File: config.mk
export PLATFORM = sky130hd
export DESIGN_NAME = sti_dac_multi_flat
export DESIGN_NICKNAME = d
export VERILOG_FILES = /design/src/rtl/sti_dac_multi_if.sv /design/src/rtl/sti_dac_multi.sv /design/src/flat_wrapper.sv
export SDC_FILE = /design/constraint.sdc
export NUM_CORES = 1
export LEC_CHECK = 0
export CORE_MARGIN = 3
export CORE_UTILIZATION = 30
export CTS_CLUSTER_SIZE = 20
export DETAILED_ROUTE_END_ITERATION = 8
export SLEW_MARGIN = 10
export SYNTH_ARGS = -nofsm -noshare
export SYNTH_HDL_FRONTEND = slang
export SYNTH_SLANG_ARGS = --single-unit
File: constraint.sdc
create_clock -name clk -period 3 [get_ports clk]
set_input_delay 0.6 -clock clk [delete_from_list [all_inputs] [get_ports clk]]
set_output_delay 0.6 -clock clk [all_outputs]
set_load 0.05 [all_outputs]
File: src/rtl/sti_dac_multi_if.sv
// Bus bundle for the serial transmitter / DAC-memory loader: parallel load side,
// serial output and bank-write port.
interface sti_dac_multi_if #(
    parameter int NBANK  = 4,
    parameter int ADDR_W = 5
);
    logic                 load;
    logic [15:0]          pi_data;
    logic [1:0]           pi_length;
    logic                 pi_fill;
    logic                 pi_msb;
    logic                 pi_low;
    logic                 pi_end;
    logic                 pi_ready;
    logic                 so_valid;
    logic                 so_data;
    logic [2*NBANK-1:0]   oem_wr;
    logic [ADDR_W-1:0]    oem_addr;
    logic [7:0]           oem_dataout;
    logic                 oem_finish;
    logic                 oem_ovf;

    modport master (
        output load, pi_data, pi_length, pi_fill, pi_msb, pi_low, pi_end,
        input  pi_ready, so_valid, so_data, oem_wr, oem_addr, oem_dataout,
               oem_finish, oem_ovf
    );

    modport slave (
        input  load, pi_data, pi_length, pi_fill, pi_msb, pi_low, pi_end,
        output pi_ready, so_valid, so_data, oem_wr, oem_addr, oem_dataout,
               oem_finish, oem_ovf
    );
endinterface

File: src/rtl/sti_dac_multi.sv
// Serial transmitter that also packs its bit stream into bytes and writes them
// interleaved across odd/even DAC bank pairs, zero-filling memory after the last word.
module sti_dac_multi #(
    parameter int NBANK   = 4,
    parameter int ADDR_W  = 5,
    parameter int CHECKER = 1
) (
    input  logic            clk,
    input  logic            reset,
    sti_dac_multi_if.slave  bus
);
    localparam int DEPTH = 1 << ADDR_W;
    localparam int TOTAL = 2 * NBANK * DEPTH;
    localparam int NW    = $clog2(TOTAL + 1);
    localparam int GW    = NW - ADDR_W - 1;

    typedef enum logic [1:0] {IDLE, SHIFT, FILL, DONE} state_t;
    state_t state_reg, state_next;

    logic [31:0]        tx_reg, word, word_rev, tx_load;
    logic [4:0]         bit_cnt_reg, last_bit_reg, len_m1;
    logic               end_reg;
    logic [6:0]         byte_reg;
    logic [NW-1:0]      n_reg, n_next;
    logic [2*NBANK-1:0] wr_reg, wr_sel;
    logic [ADDR_W-1:0]  addr_reg;
    logic [7:0]         data_reg, wr_data;
    logic               finish_reg, ovf_reg;
    logic               byte_done, last_bit, n_full, do_write, sel;
    logic [GW-1:0]      grp;
    logic [ADDR_W:0]    k;

    // The word is left-aligned so the next bit to send is always tx_reg[31].
    always_comb begin
        word = '0;
        case (bus.pi_length)
            2'd0:    word = {24'h0, bus.pi_low ? bus.pi_data[15:8] : bus.pi_data[7:0]};
            2'd1:    word = {16'h0, bus.pi_data};
            2'd2:    word = bus.pi_fill ? {8'h0, bus.pi_data, 8'h0} : {16'h0, bus.pi_data};
            default: word = bus.pi_fill ? {bus.pi_data, 16'h0} : {16'h0, bus.pi_data};
        endcase
        for (int i = 0; i < 32; i++) begin
            word_rev[i] = word[31-i];
        end
        len_m1  = {bus.pi_length, 3'b111};
        tx_load = bus.pi_msb ? (word << (5'd31 - len_m1)) : word_rev;
    end

    assign n_full    = (n_reg == NW'(TOTAL));
    assign byte_done = (state_reg == SHIFT) && (bit_cnt_reg[2:0] == 3'b111);
    assign last_bit  = (state_reg == SHIFT) && (bit_cnt_reg == last_bit_reg);
    assign do_write  = !n_full && (byte_done || (state_reg == FILL));
    assign wr_data   = (state_reg == FILL) ? 8'h00 : {byte_reg, tx_reg[31]};
    assign n_next    = do_write ? n_reg + 1'b1 : n_reg;

    assign grp = n_reg[NW-1:ADDR_W+1];
    assign k   = n_reg[ADDR_W:0];

    generate
        if (CHECKER != 0) begin : g_checker
            assign sel = k[0] ^ k[3];
        end else begin : g_plain
            assign sel = k[0];
        end
        for (genvar gi = 0; gi < NBANK; gi++) begin : g_bank
            assign wr_sel[gi]       = (grp == GW'(gi)) && !sel;
            assign wr_sel[NBANK+gi] = (grp == GW'(gi)) && sel;
        end
    endgenerate

    always_comb begin
        state_next = state_reg;
        case (state_reg)
            IDLE:  if (bus.load) state_next = SHIFT;
            SHIFT: begin
                if (last_bit) begin
                    if (!end_reg)                   state_next = IDLE;
                    else if (n_next < NW'(TOTAL))   state_next = FILL;
                    else                            state_next = DONE;
                end
            end
            FILL:  if (n_next == NW'(TOTAL)) state_next = DONE;
            default: state_next = DONE;
        endcase
    end

    always_ff @(posedge clk or posedge reset) begin
        if (reset) begin
            state_reg    <= IDLE;
            tx_reg       <= '0;
            bit_cnt_reg  <= '0;
            last_bit_reg <= '0;
            end_reg      <= 1'b0;
            byte_reg     <= '0;
            n_reg        <= '0;
            wr_reg       <= '0;
            addr_reg     <= '0;
            data_reg     <= '0;
            finish_reg   <= 1'b0;
            ovf_reg      <= 1'b0;
        end else begin
            state_reg  <= state_next;
            n_reg      <= n_next;
            wr_reg     <= '0;
            finish_reg <= (state_reg == DONE);
            if (state_reg == IDLE && bus.load) begin
                tx_reg       <= tx_load;
                bit_cnt_reg  <= '0;
                last_bit_reg <= len_m1;
                end_reg      <= bus.pi_end;
            end else if (state_reg == SHIFT) begin
                tx_reg      <= {tx_reg[30:0], 1'b0};
                bit_cnt_reg <= bit_cnt_reg + 1'b1;
                byte_reg    <= {byte_reg[5:0], tx_reg[31]};
            end
            if (do_write) begin
                wr_reg   <= wr_sel;
                addr_reg <= k[ADDR_W:1];
                data_reg <= wr_data;
            end
            if (byte_done && n_full) ovf_reg <= 1'b1;
        end
    end

    assign bus.pi_ready    = (state_reg == IDLE);
    assign bus.so_valid    = (state_reg == SHIFT);
    assign bus.so_data     = (state_reg == SHIFT) & tx_reg[31];
    assign bus.oem_wr      = wr_reg;
    assign bus.oem_addr    = addr_reg;
    assign bus.oem_dataout = data_reg;
    assign bus.oem_finish  = finish_reg;
    assign bus.oem_ovf     = ovf_reg;
endmodule
File: src/flat_wrapper.sv
// flat-port wrapper written by rule: the top's interface ports become plain ports
module sti_dac_multi_flat 
#(
    parameter int NBANK   = 4,
    parameter int ADDR_W  = 5,
    parameter int CHECKER = 1
)
  (clk, reset, bus_load, bus_pi_data, bus_pi_length, bus_pi_fill, bus_pi_msb, bus_pi_low, bus_pi_end, bus_pi_ready, bus_so_valid, bus_so_data, bus_oem_wr, bus_oem_addr, bus_oem_dataout, bus_oem_finish, bus_oem_ovf);
  sti_dac_multi_if #(.NBANK(NBANK), .ADDR_W(ADDR_W)) bus_i ();
  input  logic clk;
  input  logic reset;
  input wire logic [$bits(bus_i.load)-1:0] bus_load;
  input wire logic [$bits(bus_i.pi_data)-1:0] bus_pi_data;
  input wire logic [$bits(bus_i.pi_length)-1:0] bus_pi_length;
  input wire logic [$bits(bus_i.pi_fill)-1:0] bus_pi_fill;
  input wire logic [$bits(bus_i.pi_msb)-1:0] bus_pi_msb;
  input wire logic [$bits(bus_i.pi_low)-1:0] bus_pi_low;
  input wire logic [$bits(bus_i.pi_end)-1:0] bus_pi_end;
  output wire logic [$bits(bus_i.pi_ready)-1:0] bus_pi_ready;
  output wire logic [$bits(bus_i.so_valid)-1:0] bus_so_valid;
  output wire logic [$bits(bus_i.so_data)-1:0] bus_so_data;
  output wire logic [$bits(bus_i.oem_wr)-1:0] bus_oem_wr;
  output wire logic [$bits(bus_i.oem_addr)-1:0] bus_oem_addr;
  output wire logic [$bits(bus_i.oem_dataout)-1:0] bus_oem_dataout;
  output wire logic [$bits(bus_i.oem_finish)-1:0] bus_oem_finish;
  output wire logic [$bits(bus_i.oem_ovf)-1:0] bus_oem_ovf;
  assign bus_i.load = bus_load;
  assign bus_i.pi_data = bus_pi_data;
  assign bus_i.pi_length = bus_pi_length;
  assign bus_i.pi_fill = bus_pi_fill;
  assign bus_i.pi_msb = bus_pi_msb;
  assign bus_i.pi_low = bus_pi_low;
  assign bus_i.pi_end = bus_pi_end;
  assign bus_pi_ready = bus_i.pi_ready;
  assign bus_so_valid = bus_i.so_valid;
  assign bus_so_data = bus_i.so_data;
  assign bus_oem_wr = bus_i.oem_wr;
  assign bus_oem_addr = bus_i.oem_addr;
  assign bus_oem_dataout = bus_i.oem_dataout;
  assign bus_oem_finish = bus_i.oem_finish;
  assign bus_oem_ovf = bus_i.oem_ovf;
  sti_dac_multi #(.NBANK(NBANK), .ADDR_W(ADDR_W), .CHECKER(CHECKER)) u_core (.clk(clk), .reset(reset), .bus(bus_i));
endmodule
==> results of run 1 <==
==> cell type report <==
type                       instances  area [µm²]  share of cell area
multi-input combinational        397        2520               0.435
sequential                        82        2050               0.354
timing repair buffer              64         613               0.106
tap                              211         264              0.0455
clock buffer                      10         229              0.0395
clock inverter                     6        90.1              0.0155
inverter                           8        31.3             0.00539
==> synth_stat cells (7+ instances only) <==
cell,instances,area (µm²)
a21oi_1,26,130
a22oi_1,32,240
buf_1,8,30.0
buf_2,12,60.1
clkbuf_1,32,120
dfrtp_1,82,2050
inv_1,7,26.3
mux2i_1,33,330
mux4_2,8,180
nand2_1,129,484
nand3_1,22,110
nor2_1,15,56.3
nor2b_1,13,81.3
o211ai_1,15,113
o21ai_0,18,90.1
o22ai_1,20,125
xnor2_1,8,70.1
==> layer usage <==
metal | vias to the layer above | track usage
met5 | - | 0
met2 | 144 | 0.224
met4 | 0 | 0.0514
met3 | 19 | 0.0449
met1 | 2025 | 0.180
li1 | 1948 | -
==> power by group <==
group,switching [mW],internal (mW),total [mW],leakage [nW]
clock network,0.447,0.731,1.18,0.153
registers,0.324,1.49,1.81,1.07
logic,1.08,0.649,1.72,1.34
total,1.85,2.87,4.71,2.56
==> logic make-up after synthesis <==
group | share of synthesized area
compound gates | 0.182
xor+xnor | 0.0198
fa+ha+maj | 0.0103
buf+inv | 0.0585
flops | 0.422
mux | 0.105
simple gates | 0.201
==> final timing paths <==
| check | cells past startpoint | from | to | slack [ns] |
|---|---|---|---|---|
| setup reg to reg | 7 | u_core.bit_cnt_reg[0] | u_core.state_reg[0] | 0.65 |
| hold reg to reg | 2 | u_core.bus.oem_dataout[5] | u_core.bus.oem_dataout[5] | 0.47 |
| min in group asynchronous | 3 | reset | u_core.bit_cnt_reg[4] | 0.65 |
| hold / removal | 2 | u_core.bus.oem_dataout[5] | u_core.bus.oem_dataout[5] | 0.47 |
| setup / recovery | 2 | u_core.state_reg[1] | bus_pi_ready | 0.49 |
| max in group asynchronous | 3 | reset | u_core.bus.oem_wr[1] | 1.99 |
==> metrics by stage <==
| stage | worst slack (ns) | hold slack, ns | utilization | instances |
|---|---|---|---|---|
| 2_1_floorplan | 0.292 | 0.445 | - | 544 |
| 5_1_grt | 0.434 | 0.504 | 0.373 | 778 |
| 6_report | 0.490 | 0.470 | 0.373 | 778 |
| 3_5_place_dp | 0.458 | 0.465 | 0.353 | 762 |
| 4_1_cts | 0.485 | 0.479 | 0.373 | 778 |
| 3_3_place_gp | 0.534 | 0.452 | 0.353 | 762 |
==> critical path, stage by stage (launching register included) <==
cell and delay, ns:
dfrtp_1 0.45, nor2_1 0.26, clkdlybuf4s50_1 0.86
==> results.cfg, run 1 <==
[finish]
syn_to_final_growth_pct = 19.4
fin_area_um2 = 5800
fillers = 1588
finalNetCount = 591
largest_reg_flops = 32
final_cell_mix = 129 x nand2_1, 82 x dfrtp_1, 48 x clkdlybuf4s50_1
antenna-diode-count = 0
final_common_cell = nand2_1
drive_gt1_frac = 0.0882

[clock_network]
h-tree-depth = 3
cts_setup_buffers = 0
clock_sinks = 82
cts_tree = built
clk_pin_slew_ns = 0.06
clockBufferDepth = 2
cts-hold-fix-buffers = 0
cts_buffers = 9
cts-root-buf = clkbuf_16
clk_latency_ns = 0.35
cts-resized-gates = 0

[floorplanning]
chipHeight_um = 133
io_pins = 51
floorplan.die.width_um = 133
dieArea_um2 = 17800
core-area_um2 = 15500
initial_core_util = 0.313
rows = 45

[logic_synthesis]
yosysWarnings = 0
synthDistinctLibCells = 50
synth-edff-count = 0
ys.flop_type = dfrtp_1
ys_ff_latch = 82
synth_area_um2 = 4860
async_reset_ff_frac = 1.00
synth.avg_cell_area_um2 = 8.93
ys_seq_area_frac = 0.422
syn_inst = 544
syn_nets = 573

[global_route]
grt_pass1_vias = 4101
antenna_found_initial = 0
grt_max_degree = 83
grt-ovfl-total = 0
grt_pass1_wl_mm = 20.3
grt.total_usage = 0.141

[worst_setup_path]
cp.arrival_ns = 1.91
critPathCaptureType = output port
required_ns = 2.40
start_kind = flop
crit_type = flop to output port
crit_fanout = 8

[timing]
clock.fmax_mhz = 398
setup_viol = 0
period_minus_slack_ns = 2.51
tightest_slew_ns = 0.761
min_period_over_period = 0.837
rsz0062_at_grt = no
fin_setup_tns_ns = 0
skew_ns = 0.00883
final_max_slew_viol_count = 0
hold_viol = 0
maxSlewHeadroom = 0.492

[power]
p_total_mw = 4.71
peakVddDrop_v = 0.000395
power_density_nw_per_um2 = 812
p_leak_nw = 2.56

[drt]
ant_nets = 0
vias = 4136
highest_layer = met4
drtIter0Drc = 316
drc_errors = 0
dr_wl_met3_um = 806
viasPerCell = 5.32
dr.pass1.iters = 5
wl_met1_mm = 5.52
wl_per_cell_um = 15.8
finalWirelength_mm = 12.3
wl_met2_mm = 5.76

[hold_path]
hold_class = flop to flop

[outcome]
status = finished, final reports clean

[placement]
dpl.hpwl_mm = 8.26
io_buffers = 50
gp_congestion = 0.824
placedInstanceArea_um2 = 5480

[job]
cap_viol_max_count = 0
Power figures use the tool's default switching activity.
==> run 2, diff against run 1 <==
==> constraint.sdc (replaced) <==
create_clock -name clk -period 2.5 [get_ports clk]
set_input_delay 0.5 -clock clk [delete_from_list [all_inputs] [get_ports clk]]
set_output_delay 0.5 -clock clk [all_outputs]
set_load 0.05 [all_outputs]
==> run 2 against run 1 <==
Effect of this change:
- clock skew fell by 0.0034 ns
- total power rose by 20%
- combinational power rose by 24%
- sequential power rose by 20%
- count of clock-buffer cells in the layout did not move
- via count rose by 1.5%
==> results.cfg, run 2 (same netlist as run 1, synthesis figures left out) <==
[worst_setup_path]
crit_path_top_delay_cell = clkdlybuf4s50_1
critPathCaptureType = output port
reg2reg_from = u_core.bit_cnt_reg[0]
start_kind = flop
crit_fanout = 8
crit_type = flop to output port
cp_cell_sequence = nor2_1 -> clkdlybuf4s50_1
crit_start = u_core.state_reg[0]
cp.arrival_ns = 1.87
required_ns = 2.00
cpPeakStageDelay_ns = 0.86

[timing]
final_max_slew_viol_count = 0
skew_ns = 0.00546
period_minus_slack_ns = 2.37
tightest_slew_ns = 0.781
min_period_over_period = 0.949
fin_setup_tns_ns = 0
maxSlewHeadroom = 0.479
clock.fmax_mhz = 421
hold_viol = 0
setup_viol = 0
rsz0062_at_grt = no

[global_route]
grt-ovfl-total = 0
grt.total_usage = 0.140
grt_max_degree = 83
grt_pass1_wl_mm = 20.3
antenna_found_initial = 0
grt_pass1_vias = 3975

[power]
switching_share = 0.399
p_int_mw = 3.39
peakVddDrop_v = 0.000494
power_density_nw_per_um2 = 956
switching_power_mw = 2.25
power_frac_clock = 0.238
seq_power_share = 0.385
combPwrFrac = 0.377
p_leak_nw = 2.61

[drt]
drc_errors = 0
finalWirelength_mm = 12.2
wl_per_cell_um = 15.5
viasPerCell = 5.31
drtIter0Drc = 377
vias = 4198
dr.pass1.iters = 5
ant_nets = 0

[clock_network]
cts-hold-fix-buffers = 0
clock_sinks = 82
clk_pin_slew_ns = 0.06
clockBufferDepth = 2
h-tree-depth = 3
cts_tree = built
clk_latency_ns = 0.34
cts-root-buf = clkbuf_16
cts_buffers = 9
cts_setup_buffers = 0
cts-resized-gates = 0

[floorplanning]
initial_core_util = 0.313
dieArea_um2 = 17800
io_pins = 51
floorplan.die.width_um = 133
chipHeight_um = 133
rows = 45
core-area_um2 = 15500

[finish]
final_cell_mix = 129 x nand2_1, 82 x dfrtp_1, 48 x clkdlybuf4s50_1
largest_reg_flops = 32
regArea_um2 = 2050
antenna-diode-count = 0
fillers = 1581
multi_input_area_um2 = 2520
final_common_cell = nand2_1
drive_gt1_frac = 0.107
finalNetCount = 603
final_util = 0.380
syn_to_final_growth_pct = 21.5

[outcome]
status = finished, final reports clean

[placement]
dpl.hpwl_mm = 8.43
gp_congestion = 0.814
io_buffers = 50

[job]
cap_viol_max_count = 0

[hold_path]
hold_class = flop to flop
worstHoldStart = u_core.bus.oem_dataout[5]
==> run 2: cell types whose count changed in the layout (fill, tap and decap cells not counted) <==
cell,previous run,this run
inv_6,1,3
clkinvlp_4,1,3
clkinv_4,1,0
buf_12,1,3
clkinv_2,2,0
bufinv_16,2,1
buf_4,15,25
==> run 2: routing by layer <==
layer	vias to the layer above	wire length (µm)	GRT usage
met1	2051	5610	0.192
met3	14	786	0.0370
met2	155	5680	0.224
met5	-	0	0
li1	1978	-	-
met4	0	164	0.0303
==> run 2: power groups by stage <==
stage | Clock, mW | Combinational, mW | Sequential, mW
after floorplan | 0 | 1.35 | 2.34
after global placement | 0 | 2.08 | 2.17
after detailed placement | 0 | 2.13 | 2.19
after CTS | 1.37 | 2.14 | 2.17
after global routing | 1.44 | 2.34 | 2.24
final | 1.34 | 2.13 | 2.17
==> run 2: final cells by class <==
cell class,count,area share
clock buffers,10,0.0388
inverters,8,0.00573
clock inverters,6,0.0121
multi-input cells,397,0.427
flip-flops and latches,82,0.348
repair buffers,76,0.123
well taps,211,0.0448
==> run 2: final timing paths <==
path	slack [ns]	endpoint	cells after the start
worst max-delay path	0.13	bus_pi_ready	2
worst min-delay path	0.47	u_core.bus.oem_dataout[5]	2
worst max register to register	0.37	u_core.state_reg[0]	7
worst min register to register	0.47	u_core.bus.oem_dataout[5]	2
max in group asynchronous	1.51	u_core.tx_reg[21]	3
min in group asynchronous	0.62	u_core.last_bit_reg[2]	3
==> run 2: metrics by stage <==
| step | hold slack, ns | total power [mW] | cells | area (µm²) | worst slack [ns] |
|---|---|---|---|---|---|
| final | 0.470 | 5.64 | 790 | 5900 | 0.127 |
| after detailed placement | 0.464 | 4.32 | 774 | 5600 | 0.227 |
| after global routing | 0.498 | 6.02 | 790 | 5900 | 0.00505 |
| after global placement | 0.455 | 4.25 | 774 | 5600 | 0.265 |
| after floorplan | 0.445 | 3.69 | 544 | 4860 | 0.241 |
| after CTS | 0.479 | 5.68 | 790 | 5900 | 0.114 |
==> run 2: worst max-delay path, delay by kind of cell, from the launching register on <==
family	cells	cell delay, ns
buffers and inverters	1	0.86
flip-flops	1	0.45
AND/OR/NAND/NOR	1	0.22
